**config.mk**
```make
export PLATFORM = sky130hd
export DESIGN_NAME = bitscan_seq_flat
export DESIGN_NICKNAME = d
export VERILOG_FILES = /design/src/rtl/bitscan_seq_if.sv /design/src/rtl/bitscan_seq.sv /design/src/flat_wrapper.sv
export SDC_FILE = /design/constraint.sdc
export NUM_CORES = 1
export LEC_CHECK = 0
export CAP_MARGIN = 20
export CORE_ASPECT_RATIO = 1.4
export CORE_MARGIN = 5
export CORE_UTILIZATION = 60
export DETAILED_ROUTE_END_ITERATION = 6
export DONT_BUFFER_PORTS = 1
export PLACE_DENSITY = 0.76
export SYNTH_ARGS = -nofsm -noshare
export SYNTH_HDL_FRONTEND = slang
export SYNTH_SLANG_ARGS = --single-unit
export TNS_END_PERCENT = 100
```
**constraint.sdc**
```tcl
create_clock -name CLK -period 2.32 [get_ports CLK]
set_input_delay 0.232 -clock CLK [delete_from_list [all_inputs] [get_ports CLK]]
set_output_delay 0.232 -clock CLK [all_outputs]
set_load 0.02 [all_outputs]
```
**src/rtl/bitscan_seq_if.sv**
```systemverilog
// Handshake bundle for the bit-list scanner: mask load on one side, one-hot element stream on the other.
interface bitscan_seq_if #(
  parameter int N = 16,
  parameter int W = 4
);
  logic         LOAD;
  logic [N-1:0] IN;
  logic         READY;
  logic         VALID;
  logic [N-1:0] Y;
  logic [W-1:0] IDX;
  logic         LAST;
  logic         ACK;
  logic         DONE;

  modport slave  (input LOAD, IN, ACK, output READY, VALID, Y, IDX, LAST, DONE);
  modport master (output LOAD, IN, ACK, input READY, VALID, Y, IDX, LAST, DONE);
endinterface

```
**src/rtl/bitscan_seq.sv**
```systemverilog
// Sequential bit-list scanner: loads an N-bit mask and emits its set bits lowest-first as one-hot words.
module bitscan_seq #(
  parameter int N      = 16,
  parameter int W      = 4,
  parameter bit DPFLAG = 1'b1,
  parameter     GROUP  = "dpath1"
) (
  input  logic          CLK,
  input  logic          RST,
  bitscan_seq_if.slave  bus
);
  typedef enum logic {IDLE, SCAN} state_e;

  state_e       state_q, state_d;
  logic [N-1:0] mask_q, mask_d;
  logic         done_q, done_d;

  logic         scan;
  logic [N-1:0] low;
  logic [W-1:0] low_idx;
  logic         single;

  // Layout-only parameters; folded here so they are referenced.
  logic unused_cfg;
  assign unused_cfg = ^{DPFLAG, GROUP};

  always_comb begin
    scan    = (state_q == SCAN);
    low     = mask_q & (~mask_q + N'(1));
    low_idx = '0;
    for (int i = 0; i < N; i++)
      if (low[i]) low_idx = W'(i);
    // Clearing the lowest bit leaves zero only when exactly one bit remains.
    single  = (mask_q != '0) && ((mask_q & (mask_q - N'(1))) == '0);
  end

  assign bus.READY = !scan;
  assign bus.VALID = scan;
  assign bus.Y     = scan ? low : '0;
  assign bus.IDX   = scan ? low_idx : '0;
  assign bus.LAST  = scan & single;
  assign bus.DONE  = done_q;

  always_comb begin
    state_d = state_q;
    mask_d  = mask_q;
    done_d  = 1'b0;
    case (state_q)
      IDLE: if (bus.LOAD) begin
        if (bus.IN != '0) begin
          mask_d  = bus.IN;
          state_d = SCAN;
        end else begin
          done_d  = 1'b1;
        end
      end
      SCAN: if (bus.ACK) begin
        mask_d = mask_q & ~low;
        if (single) begin
          state_d = IDLE;
          done_d  = 1'b1;
        end
      end
      default: state_d = IDLE;
    endcase
  end

  always_ff @(posedge CLK) begin
    if (RST) begin
      state_q <= IDLE;
      mask_q  <= '0;
      done_q  <= 1'b0;
    end else begin
      state_q <= state_d;
      mask_q  <= mask_d;
      done_q  <= done_d;
    end
  end
endmodule

```
**src/flat_wrapper.sv**
```systemverilog
// flat-port wrapper written by rule: the top's interface ports become plain ports
module bitscan_seq_flat 
#(
  parameter int N      = 16,
  parameter int W      = 4,
  parameter bit DPFLAG = 1'b1,
  parameter     GROUP  = "      "
)
  (CLK, RST, bus_LOAD, bus_IN, bus_ACK, bus_READY, bus_VALID, bus_Y, bus_IDX, bus_LAST, bus_DONE);
  bitscan_seq_if #(.N(N), .W(W)) bus_i ();
  input  logic CLK;
  input  logic RST;
  input wire logic [$bits(bus_i.LOAD)-1:0] bus_LOAD;
  input wire logic [$bits(bus_i.IN)-1:0] bus_IN;
  input wire logic [$bits(bus_i.ACK)-1:0] bus_ACK;
  output wire logic [$bits(bus_i.READY)-1:0] bus_READY;
  output wire logic [$bits(bus_i.VALID)-1:0] bus_VALID;
  output wire logic [$bits(bus_i.Y)-1:0] bus_Y;
  output wire logic [$bits(bus_i.IDX)-1:0] bus_IDX;
  output wire logic [$bits(bus_i.LAST)-1:0] bus_LAST;
  output wire logic [$bits(bus_i.DONE)-1:0] bus_DONE;
  assign bus_i.LOAD = bus_LOAD;
  assign bus_i.IN = bus_IN;
  assign bus_i.ACK = bus_ACK;
  assign bus_READY = bus_i.READY;
  assign bus_VALID = bus_i.VALID;
  assign bus_Y = bus_i.Y;
  assign bus_IDX = bus_i.IDX;
  assign bus_LAST = bus_i.LAST;
  assign bus_DONE = bus_i.DONE;
  bitscan_seq #(.N(N), .W(W), .DPFLAG(DPFLAG), .GROUP(GROUP)) u_core (.CLK(CLK), .RST(RST), .bus(bus_i));
endmodule
```
### Word-level counts from Yosys, hierarchy flattened

Cells that the tools add are included.
Widths: inputs -> output; s select.

| storage, ports and cells | value |
|---|---|
| register bits after elaboration | 18 |
| input bits | 20 |
| output and inout port bits | 24 |
| logic and storage cells | 52 |

| operators by class | value |
|---|---|
| $add $sub $neg | 2 |
| equal/unequal tests | 3 |
| mux-type cells | 31 |
| bitwise gates (word level) | 7 |
| reductions and logical operators | 6 |

Operators with widths:

| operator | number |
|---|---|
| $mux 16 | 4 |
| $mux 4 | 15 |
| $and 16x16->16 | 3 |
| $not 16->16 | 2 |
| $pmux 16 s2 | 1 |
| $reduce_bool 16->1 | 2 |
| $add 16x1->16 const B | 1 |
| $logic_not 16->1 | 1 |
| $sub 16x1->16 const B | 1 |
| $mux 1 | 9 |
| $ne 2x2->1 const B | 2 |
| $pmux 1 s2 | 2 |
| $reduce_and 3->1 | 1 |
| $ne 2x1->1 const B | 1 |
| $and 1x1->1 | 1 |
| $logic_and 1x1->1 | 1 |
| $logic_not 1->1 | 1 |
| $not 1->1 | 1 |

### Logic depth before layout (Yosys ltp)

Gate-level depths: netlist (run 1).

| depth | value |
|---|---|
| depth in word-level cells | 19 |
| depth in mapped cells | 7 |
| gate-level depth less buffers | 6 |

### Least setup slack after synthesis (run 1)

Ideal clock, no wire load.

| timing | value |
|---|---|
| path type | register to output |
| start point | register u_core.mask_q[2] |
| end point | output port bus_IDX[0] |
| arrival time | 2.094 ns |
| data required time | 2.088 ns |
| slack | -0.006 ns |
| cell stages (with the launch flop) | 7 |
| path buffers | 1 |
| path through | dfxtp_1 > buf_6 > nor4_4 > nand3_1 > or3_1 > o221a_2 > a221oi_1 |

| between the ends | value |
|---|---|
| word-level cells in the longest chain between the ends | 18 |

Ends and longest elaborated chain:

| what | line | text |
|---|---|---|
| start: declaration | bitscan_seq.sv:15 | `logic [N-1:0] mask_q, mask_d;` |
| start signal: assignment | bitscan_seq.sv:75 | `mask_q <= mask_d;` |
| $not 16->16 | bitscan_seq.sv:29 | `low = mask_q & (~mask_q + N'(1));` |
| $add 16x1->16 | bitscan_seq.sv:29 |  |
| $and 16x16->16 * | bitscan_seq.sv:29 |  |
| $mux 4 (13 in a row) | bitscan_seq.sv:32 | `if (low[i]) low_idx = W'(i);` |
| $mux 4 * | bitscan_seq.sv:32 |  |
| $mux 4 * | bitscan_seq.sv:40 | `assign bus.IDX = scan ? low_idx : '0;` |
| end: declaration | flat_wrapper.sv:19 | `output wire logic [$bits(bus_i.IDX)-1:0] bus_IDX;` |

Every way passes the cells marked *; elsewhere a longest branch is shown, timed or not.

### Final worst setup path (run 1)

| timing | value |
|---|---|
| start point | register u_core.mask_q[3] |
| end point | output port bus_IDX[0] |

| between the ends | value |
|---|---|
| word-level cells in the longest chain between the ends | 17 |

Ends and longest elaborated chain:

| what | line |
|---|---|
| $not 16->16 | bitscan_seq.sv:29 |
| $add 16x1->16 | bitscan_seq.sv:29 |
| $and 16x16->16 * | bitscan_seq.sv:29 |
| $mux 4 (12 in a row) | bitscan_seq.sv:32 |
| $mux 4 * | bitscan_seq.sv:32 |
| $mux 4 * | bitscan_seq.sv:40 |

Marked as above.

==> results of run 1 <==
cell families after synthesis:
group           count (synthesis)  synth area share, %
fa+ha+maj                       1                0.712
flops                          18                 25.6
compound gates                 65                 31.4
simple gates                   94                 35.0
buf+inv                        20                 6.41
mux                             1                0.801
registers in the layout, summed over array words and instances, names as in the netlist:
register,flops
u_core.bus.VALID,1
u_core.mask_q,16
u_core.bus.DONE,1
cell usage after synthesis (all sizes together) (2+ instances only):
cell	instances
a21oi	24
o21bai	2
nand3	5
buf	4
a22oi	2
inv	4
a221oi	4
nor4	4
o21ai	17
or3	3
nor3	15
nand2b	2
o41ai	2
and2	2
nor2	22
o31ai	3
dfxtp	18
and3	4
or4	5
clkbuf	11
a211oi	3
nand2	27
power groups by stage:
stage	combinational (mW)	sequential [mW]	clock, mW
2_1_floorplan	0.288	0.369	0
3_3_place_gp	0.353	0.391	0
3_5_place_dp	0.362	0.393	0
4_1_cts	0.446	0.386	0.159
5_1_grt	0.543	0.398	0.180
6_report	0.507	0.394	0.160
worst register-to-register path: cells and delay by family (launching register included):
family / cells / cell delay, ps
simple gates: 3 / 690
compound gates: 3 / 570
buf+inv: 3 / 490
flops: 1 / 370
worst max-delay path by stage:
stage | start | to | slack [ps] | depth (start not counted)
2_1_floorplan | u_core.bus.VALID | bus_Y[8] | 40 | 4
3_3_place_gp | u_core.mask_q[0] | bus_IDX[0] | 190 | 6
3_5_place_dp | u_core.mask_q[0] | bus_IDX[0] | 130 | 6
4_1_cts | u_core.mask_q[3] | bus_LAST | -20 | 8
5_1_grt | u_core.mask_q[3] | bus_IDX[0] | -210 | 8
6_report | u_core.mask_q[3] | bus_IDX[0] | -100 | 7
stage by stage:
stage | cell area, um^2 | std cells | hold WS, ps | util, %
2_1_floorplan | 1410 | 199 | 368 | -
3_3_place_gp | 1540 | 229 | 304 | 69.9
3_5_place_dp | 1540 | 229 | 306 | 69.9
4_1_cts | 1720 | 243 | 2.00 | 78.1
5_1_grt | 1820 | 247 | 60.1 | 82.7
6_report | 1820 | 247 | 49.5 | 82.7
final cells by class:
type | count | area (um^2) | share of cell area, %
timing repair buffer | 38 | 313 | 17.2
clock buffer | 3 | 22.5 | 1.24
inverter | 5 | 18.8 | 1.03
multi-input combinational | 161 | 1070 | 58.6
tap | 22 | 27.5 | 1.51
sequential | 18 | 372 | 20.4
what timing repair did:
action,in CTS,in global routing
hold endpoints to repair,15,2
setup endpoints to repair,2,5
resized for setup,14,15
pin swaps,7,7
hold buffers,2,1
buffers inserted,9,4
layer usage:
| metal | GRT usage (%) | vias to the layer above |
|---|---|---|
| met3 | 6.62 | 12 |
| met5 | 0 | - |
| met1 | 34.4 | 760 |
| li1 | - | 792 |
| met4 | 8.95 | 0 |
| met2 | 45.7 | 138 |
==> out/summary.txt, run 1 <==
VDD IR max - 429 uV
Rel. slew slack - 63.3%
final setup vio count - 2
proportion of layout cells with a drive suffix above 1 - 28.9%
most common cell after layout, fill and taps aside - buf_4
RSZ-0062 raised after global routing - true
largest net degree at the start of global routing - 18
Int Power - 0.623 mW
Clock Skew - 7.24 ps
TritonCTS clock tree - yes
metal2 WL - 2280 um
Pwr per Cell Area - 583 mW/mm^2
actual slew at the worst max-slew pin - 548 ps
clock-pin slew on the worst setup and hold paths - 110 ps
Pleak - 0.700 nW
failing checks - negative setup slack
period utilization - 104%
Met1 Routed Length - 1760 um
DR WL met3 - 606 um
post-DR wirelength/cell - 19.3 um
synth warn - 0
CP Max Fanout - 3
vias in the first global route - 1565
max layer used - met4
R2R cell count - 9
# DRC - 0
leading area contributor after synthesis - dfxtp_1
Synth Flop Type - dfxtp_1
Reg power frac - 37.1%
clk sinks - 18
Via density - 6.89
total routed wirelength - 4770 um
flops & latches, synth - 18
FP Rows - 20
synth top area cells - dfxtp_1 (26%), a21oi_1 (8.2%), nand2_1 (7.2%)
top cell type's share of synthesized area - 25.6%
Reg2Reg Capture Point - u_core.bus.DONE
DRT antenna net count - 0
hold depth - 2
Port-buffer cells - 0
hold_sp - bus_IN[1]
Clock Power Share - 15.1%
reg2reg start - u_core.mask_q[3]
area of the core - 0.00220 mm^2
total grt overflow - 0
critical path launch point type - register
Vias - 1702
CTS H-tree lvls - 1
status - finished with violations
NetSw - 0.439 mW
HP Class - in -> reg
initial antenna violation count - 0
Total GRT Usage - 27.4%
DP Worst Slack - 127 ps
slowest CP cell - or3_4
CTS buffer count - 3
DP Wirelength - 3130 um
R2R Setup Slk - 120 ps
average size of a mapped cell - 7.06 um^2
setup ws final - -96.3 ps
Net Sw Frac - 41.3%
die area - 0.00342 mm^2
fill count - 146
Final Total Pwr - 1.06 mW
Starting Density - 63.8%
Longest Clk Path Bufs - 2
sequential-to-total area share from yosys stat - 25.6%
EDFF count, synth - 0
Worst Path Buf+Inv - 2
crit path cell chain - nor4_4 -> buf_4 -> nand3_4 -> or3_4 -> o221a_4 -> a221oi_4 -> buf_6
hold endpoint - u_core.mask_q[1]
Die X - 50.9 um
critical path endpoint category - primary output
Syn Inst Count - 199
gp weighted congestion - 0.998
Comb pwr share - 47.8%
CP top delay family - simple AND/OR/NAND/NOR gates
Crit Path Class - reg -> out
most frequent cells in the layout - buf_4 (32), nand2_1 (26), a21oi_1 (23)
Synth Net Count - 219
height of the die - 67.3 um
clock root cell - clkbuf_4
f_max - 414 MHz
Area growth syn-to-layout - 29.6%
Worst-Skew Late Latency - 290 ps
Final min period - 2420 ps
global-route wire length before repair - 7400 um
Slew Limit Fails - 0
Synth cell types - 46
Nets - 247
CP required - 2090 ps
Ports - 44
worst path arrival time - 2180 ps
crit-path max cell delay - 410 ps
fraction of registers with async set/reset - 0%
First-pass DRT Iterations - 5
TNS Setup - -115 ps
Hold Fails Final Rpt - 0
cell area after synthesis - 0.00141 mm^2
Initial DRC Count - 127
number of diodes - 0
maxcap violations - 0
(Power assumes the default switching activity.)
==> inputs of run 2 (changes only) <==
ABC_AREA = 1   (was not set)
SLEW_MARGIN = 15   (was not set)
==> run 2 against run 1 <==
Against the previous run: the run now ends clean; global-route usage shrank 1.6 points; area after synthesis is 4.9% higher; register-to-register slack improved by 490 ps; critical endpoint is now bus_LAST; worst hold slack improved by 27 ps; non-clock buffer count shrank 22; total power is 0.62% lower; clock skew fell by 1.6 ps; highest routed layer unchanged; first-iteration DRC count decreased by 23%.
==> out/summary.txt, run 2 <==
Final min period - 2180 ps
Area growth syn-to-layout - 12.0%
reg2reg start - u_core.bus.VALID
synth warn - 0
met3 usage - 3.66%
Hold Fails Final Rpt - 0
crit-path max cell delay - 390 ps
die area - 0.00356 mm^2
initial antenna violation count - 0
worst path arrival time - 1950 ps
CP required - 2090 ps
EDFF count, synth - 0
R2R Setup Slk - 610 ps
Via density - 6.04
# DRC - 0
cell area after synthesis - 0.00147 mm^2
height of the die - 68.6 um
top cell type's share of synthesized area - 24.4%
GR Util met1 - 33.8%
max FFs per register - 16
DP Wirelength - 3370 um
period utilization - 94.0%
Worst path most repeated cell - nand2_2
CP top delay family - simple AND/OR/NAND/NOR gates
area of the core - 0.00236 mm^2
critical path endpoint category - primary output
sequential-to-total area share from yosys stat - 24.4%
TNS Setup - 0 ps
Reg2Reg Capture Point - u_core.mask_q[3]
Ports - 44
Worst-Skew Late Latency - 300 ps
R2R cell count - 6
most instantiated library cell after synthesis - nand2_1
Final Total Pwr - 1.06 mW
FP Rows - 21
First-pass DRT Iterations - 5
largest net degree at the start of global routing - 20
Synth top cells by count - nand2_1 (45), nor2_1 (41), o21ai_0 (22), inv_1 (19), nand3_1 (19)
DRT antenna net count - 0
CP endpoint - bus_LAST
Port-buffer cells - 0
Total GRT Usage - 25.8%
crit path launch - u_core.mask_q[1]
critical path launch point type - register
Initial DRC Count - 98
Slew Limit Fails - 0
most frequent cells in the layout - nand2_1 (45), nor2_1 (39), o21ai_0 (21)
fraction of registers with async set/reset - 0%
total routed wirelength - 4240 um
final setup vio count - 0
global route hottest layer - met2
Starting Density - 62.3%
GR Util met2 - 42.1%
post-DR wirelength/cell - 15.4 um
flops & latches, synth - 18
area post-placement - 0.00157 mm^2
TritonCTS clock tree - yes
gp weighted congestion - 0.924
HP Class - in -> reg
f_max - 458 MHz
slowest CP cell - dfxtp_1
Longest Clk Path Bufs - 2
CTS buffer count - 3
Synth Net Count - 260
Design Area, Final - 0.00165 mm^2
clock root cell - clkbuf_4
average size of a mapped cell - 6.14 um^2
Syn Inst Count - 240
crit path cell chain - nor2_8 -> nand2_4 -> nor2_4 -> nand2_2 -> nand2_2 -> nand2_1 -> nor3_2 -> nand4_1 -> nor3_4
Worst path depth - 9
maxcap violations - 0
clk sinks - 18
total grt overflow - 0
CTS H-tree lvls - 1
vias in the first global route - 1546
Synth Flop Type - dfxtp_1
actual slew at the worst max-slew pin - 388 ps
Rel. slew slack - 74.0%
global-route wire length before repair - 7020 um
clock-pin slew on the worst setup and hold paths - 110 ps
Synth cell types - 31
Worst Path Buf+Inv - 0
proportion of layout cells with a drive suffix above 1 - 19.8%
most common cell after layout, fill and taps aside - nand2_1
Crit Path Class - reg -> out
CP Max Fanout - 8
synth top area cells - dfxtp_1 (24%), nand2_1 (11%), nor2_1 (10%)
Top reg by flops - u_core.mask_q
Die X - 51.9 um
Pleak - 0.732 nW
RSZ-0062 raised after global routing - false
Nets - 273
number of diodes - 0
leading area contributor after synthesis - dfxtp_1
VDD IR max - 477 uV
Pwr per Cell Area - 639 mW/mm^2
Clock Skew - 5.64 ps
status - completed
Vias - 1662
## run 2: cell types whose count changed in the layout (fill, tap and decap cells not counted), moves of 4 or more
cell     previous run  this run
nand4_1             0         4
or4_1               4         0
nand3_1             4        19
buf_4              32        15
a31oi_1             0         6
inv_2               0         4
dfxtp_1            13        17
nor3_1             10         6
inv_1               4        19
nand2_1            26        45
nor2_1             22        39
nand2_2             0         7
a21oi_1            23        12
o21ai_0            17        21
## run 2: worst min-delay path by stage
stage,from,to,slack (ps),cells past startpoint
2_1_floorplan,bus_IN[2],u_core.mask_q[2],390,2
3_3_place_gp,RST,u_core.mask_q[14],300,1
3_5_place_dp,RST,u_core.mask_q[14],300,1
4_1_cts,bus_IN[10],u_core.mask_q[10],80,2
5_1_grt,bus_IN[7],u_core.mask_q[7],70,2
6_report,bus_IN[10],u_core.mask_q[10],80,2
## run 2: area by class of cell
cell class	instances	area, um^2
fillers	222	714
repair buffers	16	123
inverters	23	86.3
multi-input cells	191	1010
clock buffers	4	36.3
well taps	23	28.8
flip-flops and latches	18	362
## run 2: routing by layer
layer  vias to the layer above  part of all wire (%)
met1                       740                    41
met5                         -                     0
li1                        837                     -
met4                         0                   1.4
met3                         6                   8.0
met2                        79                    50
## run 2: worst register-to-register path, delay by kind of cell, from the launching register on
kind,cells,cell delay (ps)
AO/OA/AOI/OAI,2,240
buffers and inverters,2,510
flip-flops,1,420
AND/OR/NAND/NOR,2,460
## run 2: cell families after synthesis
group / Yosys count / share of synthesized area [%]
AND/OR/NAND/NOR: 142 / 48.5
buffers and inverters: 31 / 8.15
AO/OA/AOI/OAI: 49 / 18.9
flip-flops: 18 / 24.4
## run 2: per-stage QoR
stage                     hold WS (ps)  instances  setup slack [ps]  util, %
after floorplan                    392        240               460        -
after global placement             303        269               446     66.6
after detailed placement           304        269               437     66.6
after CTS                         76.0        274              79.6     68.5
after global routing              68.1        275              1.78     69.8
final                             77.0        275               139     69.8
## run 2: repair_timing
action	4_1_cts	5_1_grt
hold endpoints to repair	7	0
hold buffers	1	0
buffers inserted	0	1
endpoints found under the setup margin	0	2
gates resized for setup	0	7
## run 2: where the power goes
group	switching, mW	internal [mW]	leakage [nW]
Combinational	0.309	0.150	0.561
Clock	0.106	0.0957	0.0210
Sequential	0.0522	0.342	0.149
